$ cat src/rtl/spi_regfile.sv
// spi_regfile: SPI mode-0 peripheral register file.
//   The frame is sent MSB first and sampled on SCLK rising edges:
//   R/W bit (1 = write), then ADDR_W address bits, then DATA_W data bits.
//   A write commits when nCS rises after a complete frame. A read loads
//   reg[addr] once the address is complete and shifts it out on CIPO on
//   SCLK falling edges.
// Ports:
//   clk, rst         system clock, synchronous active-high reset
//   sclk, copi, ncs  asynchronous SPI pins, each through a 2-FF synchroniser
//   cipo, cipo_oe    SPI read data and its output enable
//   reg_out          flat register bus, reg k at [k*DATA_W +: DATA_W]
//   wr_strobe        one-cycle pulse on a register commit
//   wr_addr          address of the last commit
//   rd_strobe        one-cycle pulse when read data is loaded
//   frame_err        one-cycle pulse when a frame is cut short
module spi_regfile #(
    parameter int                DATA_W      = 8,
    parameter int                ADDR_W      = 7,
    parameter int                NUM_REGS    = 5,
    parameter logic [DATA_W-1:0] RESET_VALUE = '0
) (
    input  logic                         clk,
    input  logic                         rst,
    input  logic                         sclk,
    input  logic                         copi,
    input  logic                         ncs,
    output logic                         cipo,
    output logic                         cipo_oe,
    output logic [NUM_REGS*DATA_W-1:0]   reg_out,
    output logic                         wr_strobe,
    output logic [ADDR_W-1:0]            wr_addr,
    output logic                         rd_strobe,
    output logic                         frame_err
);

    localparam int FRAME_LEN = 1 + ADDR_W + DATA_W;
    localparam int CNT_W     = $clog2(FRAME_LEN + 1);
    localparam logic [CNT_W-1:0] CNT_ADDR_DONE = CNT_W'(1 + ADDR_W);
    localparam logic [CNT_W-1:0] CNT_SHIFT_MIN = CNT_W'(2 + ADDR_W);
    localparam logic [CNT_W-1:0] CNT_FRAME     = CNT_W'(FRAME_LEN);

    typedef enum logic [1:0] {S_IDLE, S_ADDR, S_DATA, S_DONE} state_t;

    // Synchronisers are deliberately left out of reset. They keep tracking
    // the pins, so a reset taken while nCS is low does not see a false edge.
    logic [2:0] sclk_sync_q;
    logic [2:0] ncs_sync_q;
    logic [1:0] copi_sync_q;

    always_ff @(posedge clk) begin
        sclk_sync_q <= {sclk_sync_q[1:0], sclk};
        ncs_sync_q  <= {ncs_sync_q[1:0], ncs};
        copi_sync_q <= {copi_sync_q[0], copi};
    end

    logic sclk_rise, sclk_fall, ncs_rise, ncs_fall, copi_s;
    assign sclk_rise = sclk_sync_q[1] & ~sclk_sync_q[2];
    assign sclk_fall = ~sclk_sync_q[1] & sclk_sync_q[2];
    assign ncs_rise  = ncs_sync_q[1] & ~ncs_sync_q[2];
    assign ncs_fall  = ~ncs_sync_q[1] & ncs_sync_q[2];
    assign copi_s    = copi_sync_q[1];

    state_t                             state_q;
    logic [CNT_W-1:0]                   cnt_q;
    logic                               rw_q;
    logic [ADDR_W-1:0]                  addr_q;
    logic [DATA_W-1:0]                  data_q;
    logic [DATA_W-1:0]                  out_sh_q;
    logic [NUM_REGS-1:0][DATA_W-1:0]    regs_q;
    logic                               cipo_q, cipo_oe_q;
    logic                               wr_strobe_q, rd_strobe_q, frame_err_q;
    logic [ADDR_W-1:0]                  wr_addr_q;

    // Next values of the shift registers. Widening by one bit first keeps
    // the slicing valid when ADDR_W or DATA_W is 1.
    logic [ADDR_W:0]   addr_ext;
    logic [DATA_W:0]   data_ext;
    logic [DATA_W:0]   out_ext;
    logic [CNT_W-1:0]  cnt_d;
    logic [ADDR_W-1:0] addr_d;
    logic [DATA_W-1:0] data_d;
    logic [DATA_W-1:0] out_sh_d;
    logic [DATA_W-1:0] rd_val;
    logic              wr_hit;

    always_comb begin
        cnt_d    = cnt_q + CNT_W'(1);
        addr_ext = {addr_q, copi_s};
        data_ext = {data_q, copi_s};
        out_ext  = {out_sh_q, 1'b0};
        addr_d   = addr_ext[ADDR_W-1:0];
        data_d   = data_ext[DATA_W-1:0];
        out_sh_d = out_ext[DATA_W-1:0];
        rd_val   = '0;
        wr_hit   = 1'b0;
        // Unimplemented addresses read 0 and never hit a write.
        for (int k = 0; k < NUM_REGS; k++) begin
            if (addr_d == ADDR_W'(k)) rd_val = regs_q[k];
            if (addr_q == ADDR_W'(k)) wr_hit = 1'b1;
        end
    end

    always_ff @(posedge clk) begin
        if (rst) begin
            state_q     <= S_IDLE;
            cnt_q       <= '0;
            rw_q        <= 1'b0;
            addr_q      <= '0;
            data_q      <= '0;
            out_sh_q    <= '0;
            regs_q      <= {NUM_REGS{RESET_VALUE}};
            cipo_q      <= 1'b0;
            cipo_oe_q   <= 1'b0;
            wr_strobe_q <= 1'b0;
            rd_strobe_q <= 1'b0;
            frame_err_q <= 1'b0;
            wr_addr_q   <= '0;
        end else begin
            wr_strobe_q <= 1'b0;
            rd_strobe_q <= 1'b0;
            frame_err_q <= 1'b0;
            if (ncs_fall) begin
                state_q   <= S_ADDR;
                cnt_q     <= '0;
                rw_q      <= 1'b0;
                addr_q    <= '0;
                data_q    <= '0;
                out_sh_q  <= '0;
                cipo_q    <= 1'b0;
                cipo_oe_q <= 1'b1;
            end else if (ncs_rise) begin
                // nCS rise takes priority over any SCLK edge in the same cycle.
                // A rise while IDLE is a glitch and is ignored.
                if (state_q == S_DONE) begin
                    if (rw_q && wr_hit) begin
                        for (int k = 0; k < NUM_REGS; k++)
                            if (addr_q == ADDR_W'(k)) regs_q[k] <= data_q;
                        wr_strobe_q <= 1'b1;
                        wr_addr_q   <= addr_q;
                    end
                end else if (state_q != S_IDLE) begin
                    frame_err_q <= 1'b1;
                end
                state_q   <= S_IDLE;
                cipo_q    <= 1'b0;
                cipo_oe_q <= 1'b0;
            end else if (state_q != S_IDLE) begin
                if (sclk_rise && cnt_q != CNT_FRAME) begin
                    // SCLK edges after a full frame are ignored.
                    cnt_q <= cnt_d;
                    if (cnt_q == '0)          rw_q   <= copi_s;
                    else if (state_q == S_ADDR) addr_q <= addr_d;
                    else                       data_q <= data_d;
                    if (cnt_d == CNT_ADDR_DONE) begin
                        state_q <= S_DATA;
                        if (!rw_q) begin
                            out_sh_q    <= rd_val;
                            cipo_q      <= rd_val[DATA_W-1];
                            rd_strobe_q <= 1'b1;
                        end
                    end
                    if (cnt_d == CNT_FRAME) state_q <= S_DONE;
                end else if (sclk_fall && !rw_q && cnt_q >= CNT_SHIFT_MIN) begin
                    // The fall right after the load does not shift: the
                    // controller has not yet sampled the MSB.
                    out_sh_q <= out_sh_d;
                    cipo_q   <= out_ext[DATA_W-1];
                end
            end
        end
    end

    assign reg_out   = regs_q;
    assign cipo      = cipo_q;
    assign cipo_oe   = cipo_oe_q;
    assign wr_strobe = wr_strobe_q;
    assign wr_addr   = wr_addr_q;
    assign rd_strobe = rd_strobe_q;
    assign frame_err = frame_err_q;

endmodule

$ cat config.mk
export PLATFORM = sky130hd
export DESIGN_NAME = spi_regfile
export DESIGN_NICKNAME = d
export VERILOG_FILES = /design/src/rtl/spi_regfile.sv
export SDC_FILE = /design/constraint.sdc
export NUM_CORES = 1
export LEC_CHECK = 0
export CORE_UTILIZATION = 30
export CTS_CLUSTER_SIZE = 20
export DETAILED_ROUTE_END_ITERATION = 16
export PLACE_DENSITY = 0.53
export SLEW_MARGIN = 20
export SYNTH_ARGS = -nofsm -noshare
export SYNTH_HDL_FRONTEND = slang
export SYNTH_SLANG_ARGS = --single-unit
export TNS_END_PERCENT = 50
$ cat constraint.sdc
create_clock -name clk -period 3.04 [get_ports clk]
set_input_delay 0.456 -clock clk [delete_from_list [all_inputs] [get_ports clk]]
set_output_delay 0.456 -clock clk [all_outputs]
set_load 0.1 [all_outputs]
==> results of run 1 <==
metal layers:
layer	share of wire (%)	up-vias
li1	-	1559
met1	49	1494
met2	45	63
met3	4.1	13
met4	1.7	0
met5	0	-
synth_stat cells, types with 3 or more instances:
| library cell | n |
|---|---|
| buf_2 | 6 |
| xnor2_1 | 3 |
| inv_1 | 11 |
| mux2i_1 | 71 |
| clkbuf_1 | 19 |
| nor3_1 | 7 |
| dfxtp_1 | 90 |
| mux2_2 | 3 |
| a32oi_1 | 3 |
| a221oi_1 | 3 |
| nand3_1 | 7 |
| nor2_1 | 75 |
| ha_1 | 7 |
| a31oi_1 | 3 |
| and2_1 | 8 |
| nand4_1 | 3 |
| o32a_1 | 4 |
| nor4_1 | 5 |
| a211oi_1 | 8 |
| o21ai_0 | 14 |
| nand2_1 | 14 |
| and3_1 | 3 |
| xor2_1 | 4 |
| or4_1 | 3 |
sequential cells by signal (all words and copies together) (netlist names):
name and cells:
out_sh_q 7, rw_q 1, reg_out 40, frame_err 1, copi_sync_q 2, cnt_q 5
cipo_oe 1, cipo 1, wr_strobe 1, rd_strobe 1, data_q 8, ncs_sync_q 3
state_q 2, wr_addr 7, sclk_sync_q 3, addr_q 7
critical path, cell delays in order, from the launching register on:
cell       delay, ns
dfxtp_1         0.52
inv_1           0.08
ha_1            0.21
and4bb_1        0.24
or2_0           0.24
buf_4           0.19
nor3_1          0.37
a221oi_1        0.15
a2111oi_1       0.36
metrics by stage:
step / cell area (sq um) / utilization (%) / instances / setup slack [ns] / total power, W
after floorplan: 3980 / - / 415 / 0.687 / 0.00127
after global placement: 4560 / 35.7 / 623 / 0.670 / 0.00129
after detailed placement: 4560 / 35.7 / 623 / 0.561 / 0.00129
after CTS: 4840 / 37.9 / 638 / 0.548 / 0.00239
after global routing: 4840 / 37.9 / 638 / 0.178 / 0.00245
final: 4840 / 37.9 / 638 / 0.554 / 0.00236
cells by family after synthesis:
logic type	after synthesis	share of synthesized area, %
flops	90	45.3
mux	75	19.3
xor+xnor	7	1.54
simple gates	148	18.6
fa+ha+maj	7	2.20
buf+inv	38	3.87
compound gates	50	9.22
how the worst max path moves through the flow:
stage,start,to,slack (ns)
after global routing,cnt_q[0]$_SDFFE_PP0P_,cipo$_SDFFE_PP0P_,0.18
after CTS,cnt_q[0]$_SDFFE_PP0P_,cipo$_SDFFE_PP0P_,0.55
after global placement,cnt_q[0]$_SDFFE_PP0P_,cipo$_SDFFE_PP0P_,0.67
final,cnt_q[0]$_SDFFE_PP0P_,cipo$_SDFFE_PP0P_,0.55
after floorplan,cnt_q[0]$_SDFFE_PP0P_,data_q[0]$_SDFFE_PP0P_,0.69
after detailed placement,cnt_q[0]$_SDFFE_PP0P_,cipo$_SDFFE_PP0P_,0.56
area by class of cell:
| type | instances | area (sq um) |
|---|---|---|
| Multi-Input combinational cell | 287 | 2020 |
| Clock inverter | 6 | 58.8 |
| Clock buffer | 9 | 225 |
| Fill cell | 1270 | 7930 |
| Inverter | 11 | 41.3 |
| Timing Repair Buffer | 63 | 478 |
| Tap cell | 172 | 215 |
| Sequential cell | 90 | 1800 |
power breakdown:
part / switching (W) / internal, W / leakage [nW]
Sequential: 0.00000648 / 0.00119 / 0.728
Clock: 0.000465 / 0.000628 / 0.145
Combinational: 0.0000497 / 0.0000204 / 1.37
Total: 0.000521 / 0.00183 / 2.24
==> flow_summary.yaml, run 1 <==
status:
  status: "completed"
timing:
  fin_skew_ns: 0.00717
  period_needed_ns: 2.49
  max_freq_mhz: 402
  slew_headroom_pct: 53.3
  period_share_pct: 81.8
  hold_ws_ns: 0.309
  finalSetupViolations: 0
  worst_pin_slew_ns: 0.699
  rsz0062_at_grt: "false"
  setup-tns-final_ns: 0
  slew_viol_final: 0
  finalHoldViolCount: 0
global_routing:
  gr-usage-met2_pct: 24.4
  overflow: 0
  grtUsageMet3_pct: 3.09
  grt_pass1_wl_mm: 16.3
  met1_usage_pct: 21.6
  antenna_found_initial: 0
  busiest_layer: "met2"
  grt_start_max_net_pins: 47
  grt_pass1_vias: 3000
  grtUsageTotal_pct: 15.8
detailed_routing:
  routedWlPerCell_um: 15.7
  ant_nets: 0
  drc: 0
  viasPerCell: 4.90
  vias: 3129
  drt_iter0_drc: 97
  routed_wl_mm: 9.99
  drt_first_pass_iters: 4
synthesis:
  synthesis.nets: 427
  synth_top_area_cell: "dfxtp_1"
  yosysSeqAreaShare_pct: 45.3
  syn_inst: 415
  yosys-top-cells-area: "dfxtp_1 (45%), mux2i_1 (18%), nor2_1 (7.1%)"
  synth-seq-cells: 90
  synth_warnings: 0
  ys_types: 58
  synth_top_cell_area_share_pct: 45.3
  synth-main-ff-cell: "dfxtp_1"
  avgSynthCellArea_sq_um: 9.58
  syn_area_sq_mm: 0.00398
  synth_edf_count: 0
  async_flop_share_pct: 0
hold_path:
  hold_depth: 2
  min_path_type: "in2reg"
  min_to: "cipo_oe$_SDFFE_PP0P_"
  hold_start: "rst"
clock_tree:
  clockBufferDepth: 2
  cts_sinks: 90
  path_clk_slew_ns: 0.06
  cts_buffers: 9
  hold_buffers: 0
  clk_latency_ns: 0.34
  cts_tree: "yes"
  cts_resized: 0
  htree_levels: 3
  post_cts_buffers: 0
  clockRootBuffer: "clkbuf_16"
final_layout:
  drive_gt1_share_pct: 18.5
  layout_common_cells: "dfxtp_1 (90), nor2_1 (75), mux2i_1 (71), buf_4 (59)"
  n_antenna_cell: 0
  finalNetCount: 474
  area_delta_synth_final_pct: 21.7
  layout_commonest_cell: "dfxtp_1"
worst_setup_path:
  critPathCaptureType: "register"
  critPathKind: "reg2reg"
  worstReg2RegEnd: "cipo$_SDFFE_PP0P_"
  critical_path_required_ns: 3.27
  startpoint_type: "register"
  r2r-start: "cnt_q[0]$_SDFFE_PP0P_"
  reg2regPathDepth: 8
  crit_fanout: 14
  r2r_setup_slack_ns: 0.55
  worst_ep_arrival_time_ns: 2.71
power_and_ir_drop:
  peakVddDrop_v: 0.000214
  cellLeakagePower_nw: 2.24
  powerDensity_mw_per_mm2: 486
run:
  cap_violations: 0
die:
  core-area_sq_mm: 0.0128
  dieArea_sq_mm: 0.0137
  die_w_um: 117
  initial_core_util_pct: 31.1
  ioPinCount: 57
  die_h_um: 117
  rows: 41
placement:
  hpwl_mm: 7.03
  io_buffers: 56
  gp_congestion: 0.748
Note: power is estimated with default switching activity, not from simulation.
==> inputs of run 2 (changes only) <==
--- a/config.mk
+++ b/config.mk
@@ -8,7 +8,7 @@
 export CORE_UTILIZATION = 30
 export CTS_CLUSTER_SIZE = 20
 export DETAILED_ROUTE_END_ITERATION = 16
-export PLACE_DENSITY = 0.53
+export PLACE_DENSITY = 0.55
 export SLEW_MARGIN = 20
 export SYNTH_ARGS = -nofsm -noshare
 export SYNTH_HDL_FRONTEND = slang
==> constraint.sdc (replaced) <==
create_clock -name clk -period 2.1 [get_ports clk]
set_input_delay 0.315 -clock clk [delete_from_list [all_inputs] [get_ports clk]]
set_output_delay 0.315 -clock clk [all_outputs]
set_load 0.1 [all_outputs]
==> run 2 against run 1 <==
  * First-iteration DRC count up 3.1%
  * Critical endpoint unchanged
  * Hold slack better by 0.014 ns
  * Clock skew up 0.0011 ns
  * Final cell count up 4.2%
  * Register-to-register slack worse by 0.46 ns
  * Sequential share of layout area down 2.0 points
  * Critical path type unchanged
  * Via count up 4.9%
  * Total power up 53%
  * Worst setup slack worse by 0.46 ns
  * Fmax up 24%
  * Largest cell class unchanged
==> flow_summary.yaml, run 2 (same netlist as run 1, synthesis figures left out) <==
detailed_routing:
  drt_iter0_drc: 100
  ant_nets: 0
  routed_wl_mm: 10.5
  viasPerCell: 4.94
  vias: 3283
  drc: 0
  drt_first_pass_iters: 5
  routedWlPerCell_um: 15.8
die:
  core-area_sq_mm: 0.0128
  ioPinCount: 57
  die_h_um: 117
  initial_core_util_pct: 31.1
  die_w_um: 117
  dieArea_sq_mm: 0.0137
  rows: 41
power_and_ir_drop:
  switchingPower_w: 0.000794
  powerDensity_mw_per_mm2: 699
  p_total_w: 0.00359
  p_int_w: 0.00280
  cellLeakagePower_nw: 2.40
  p_sw_share_pct: 22.1
  peakVddDrop_v: 0.000571
  p_clk_share_pct: 48.9
  comb_power_share_pct: 3.2
  power_frac_seq_pct: 47.9
final_layout:
  layout_common_cells: "dfxtp_1 (88), buf_4 (82), nor2_1 (75), mux2i_1 (71)"
  largest_reg_flops: 40
  finalNetCount: 500
  layout_commonest_cell: "dfxtp_1"
  drive_gt1_share_pct: 24.3
  n_antenna_cell: 0
  area_delta_synth_final_pct: 29.2
timing:
  finalHoldViolCount: 0
  period_needed_ns: 2.01
  slew_viol_final: 0
  rsz0062_at_grt: "true"
  fin_skew_ns: 0.00831
  slew_headroom_pct: 62.8
  setup-tns-final_ns: 0
  period_share_pct: 95.5
  max_freq_mhz: 499
  worst_pin_slew_ns: 0.559
  finalSetupViolations: 0
global_routing:
  antenna_found_initial: 0
  overflow: 0
  grtUsageTotal_pct: 16.5
  grt_pass1_vias: 3220
  grt_pass1_wl_mm: 16.8
  grt_start_max_net_pins: 48
placement:
  io_buffers: 56
  gp_congestion: 0.784
  hpwl_mm: 7.38
worst_setup_path:
  cp_num_buf_inv: 1
  slowest_delay_ns: 0.43
  slowest_stage: "or3_1"
  critPathTopFamily: "simple AND/OR/NAND/NOR gates"
  startpoint_type: "register"
  r2r_setup_slack_ns: 0.09
  crit_fanout: 6
  worst_ep_arrival_time_ns: 2.26
  critical_path_required_ns: 2.35
  critPathCaptureType: "register"
  critPathKind: "reg2reg"
  cp_cell_sequence: "buf_4 -> ha_1 -> nand2_2 -> nor4_1 -> or3_1 -> a21o_1 -> a2111oi_2"
hold_path:
  min_path_type: "reg2reg"
clock_tree:
  clockRootBuffer: "clkbuf_16"
  htree_levels: 3
  clk_latency_ns: 0.35
  cts_sinks: 90
  path_clk_slew_ns: 0.07
  cts_buffers: 9
  clockBufferDepth: 2
  hold_buffers: 0
  cts_tree: "yes"
run:
  cap_violations: 0
status:
  status: "completed"
## run 2: path summary, 6_finish.rpt
kind | from | end | cells after the start
setup reg to reg | cnt_q[0]$_SDFFE_PP0P_ | cipo$_SDFFE_PP0P_ | 7
hold / removal | ncs_sync_q[0]$_DFF_P_ | ncs_sync_q[1]$_DFF_P_ | 0
setup / recovery | cnt_q[0]$_SDFFE_PP0P_ | cipo$_SDFFE_PP0P_ | 7
hold reg to reg | ncs_sync_q[0]$_DFF_P_ | ncs_sync_q[1]$_DFF_P_ | 0
## run 2: power groups by stage
stage / Sequential (W) / Combinational, W / Clock [W]
floorplan: 0.00177 / 0.0000675 / 0
global placement: 0.00176 / 0.000114 / 0
detailed placement: 0.00176 / 0.000115 / 0
CTS: 0.00172 / 0.000115 / 0.00181
global route: 0.00172 / 0.000125 / 0.00187
finish: 0.00172 / 0.000115 / 0.00176
## run 2: cell type report
type / count / area, sq um
Fill cell: 1260 / 7630
Inverter: 11 / 43.8
Timing Repair Buffer: 89 / 706
Clock inverter: 6 / 90.1
Clock buffer: 10 / 229
Multi-Input combinational cell: 287 / 2050
Tap cell: 172 / 215
Sequential cell: 90 / 1810
## run 2: timing repair
action                                  CTS  global route
gates resized for setup                   0             9
endpoints found under the setup margin    0            18
setup buffers                             0             1
## run 2: metrics by stage
stage | hold slack, ns | instance area [sq um] | util, % | cells | setup slack (ns)
2_1_floorplan | 0.310 | 4010 | - | 415 | -0.0790
3_3_place_gp | 0.312 | 4790 | 37.5 | 648 | 0.0523
3_5_place_dp | 0.314 | 4790 | 37.5 | 648 | 0.0308
4_1_cts | 0.325 | 5110 | 40.0 | 664 | 0.00813
5_1_grt | 0.326 | 5140 | 40.2 | 665 | -0.0371
6_report | 0.323 | 5140 | 40.2 | 665 | 0.0943
## run 2: routing by layer
metal / wire length [um] / track usage (%)
met1: 4980 / 20.6
met2: 4850 / 26.9
met3: 489 / 5.05
met4: 154 / 5.65
met5: 0 / 0
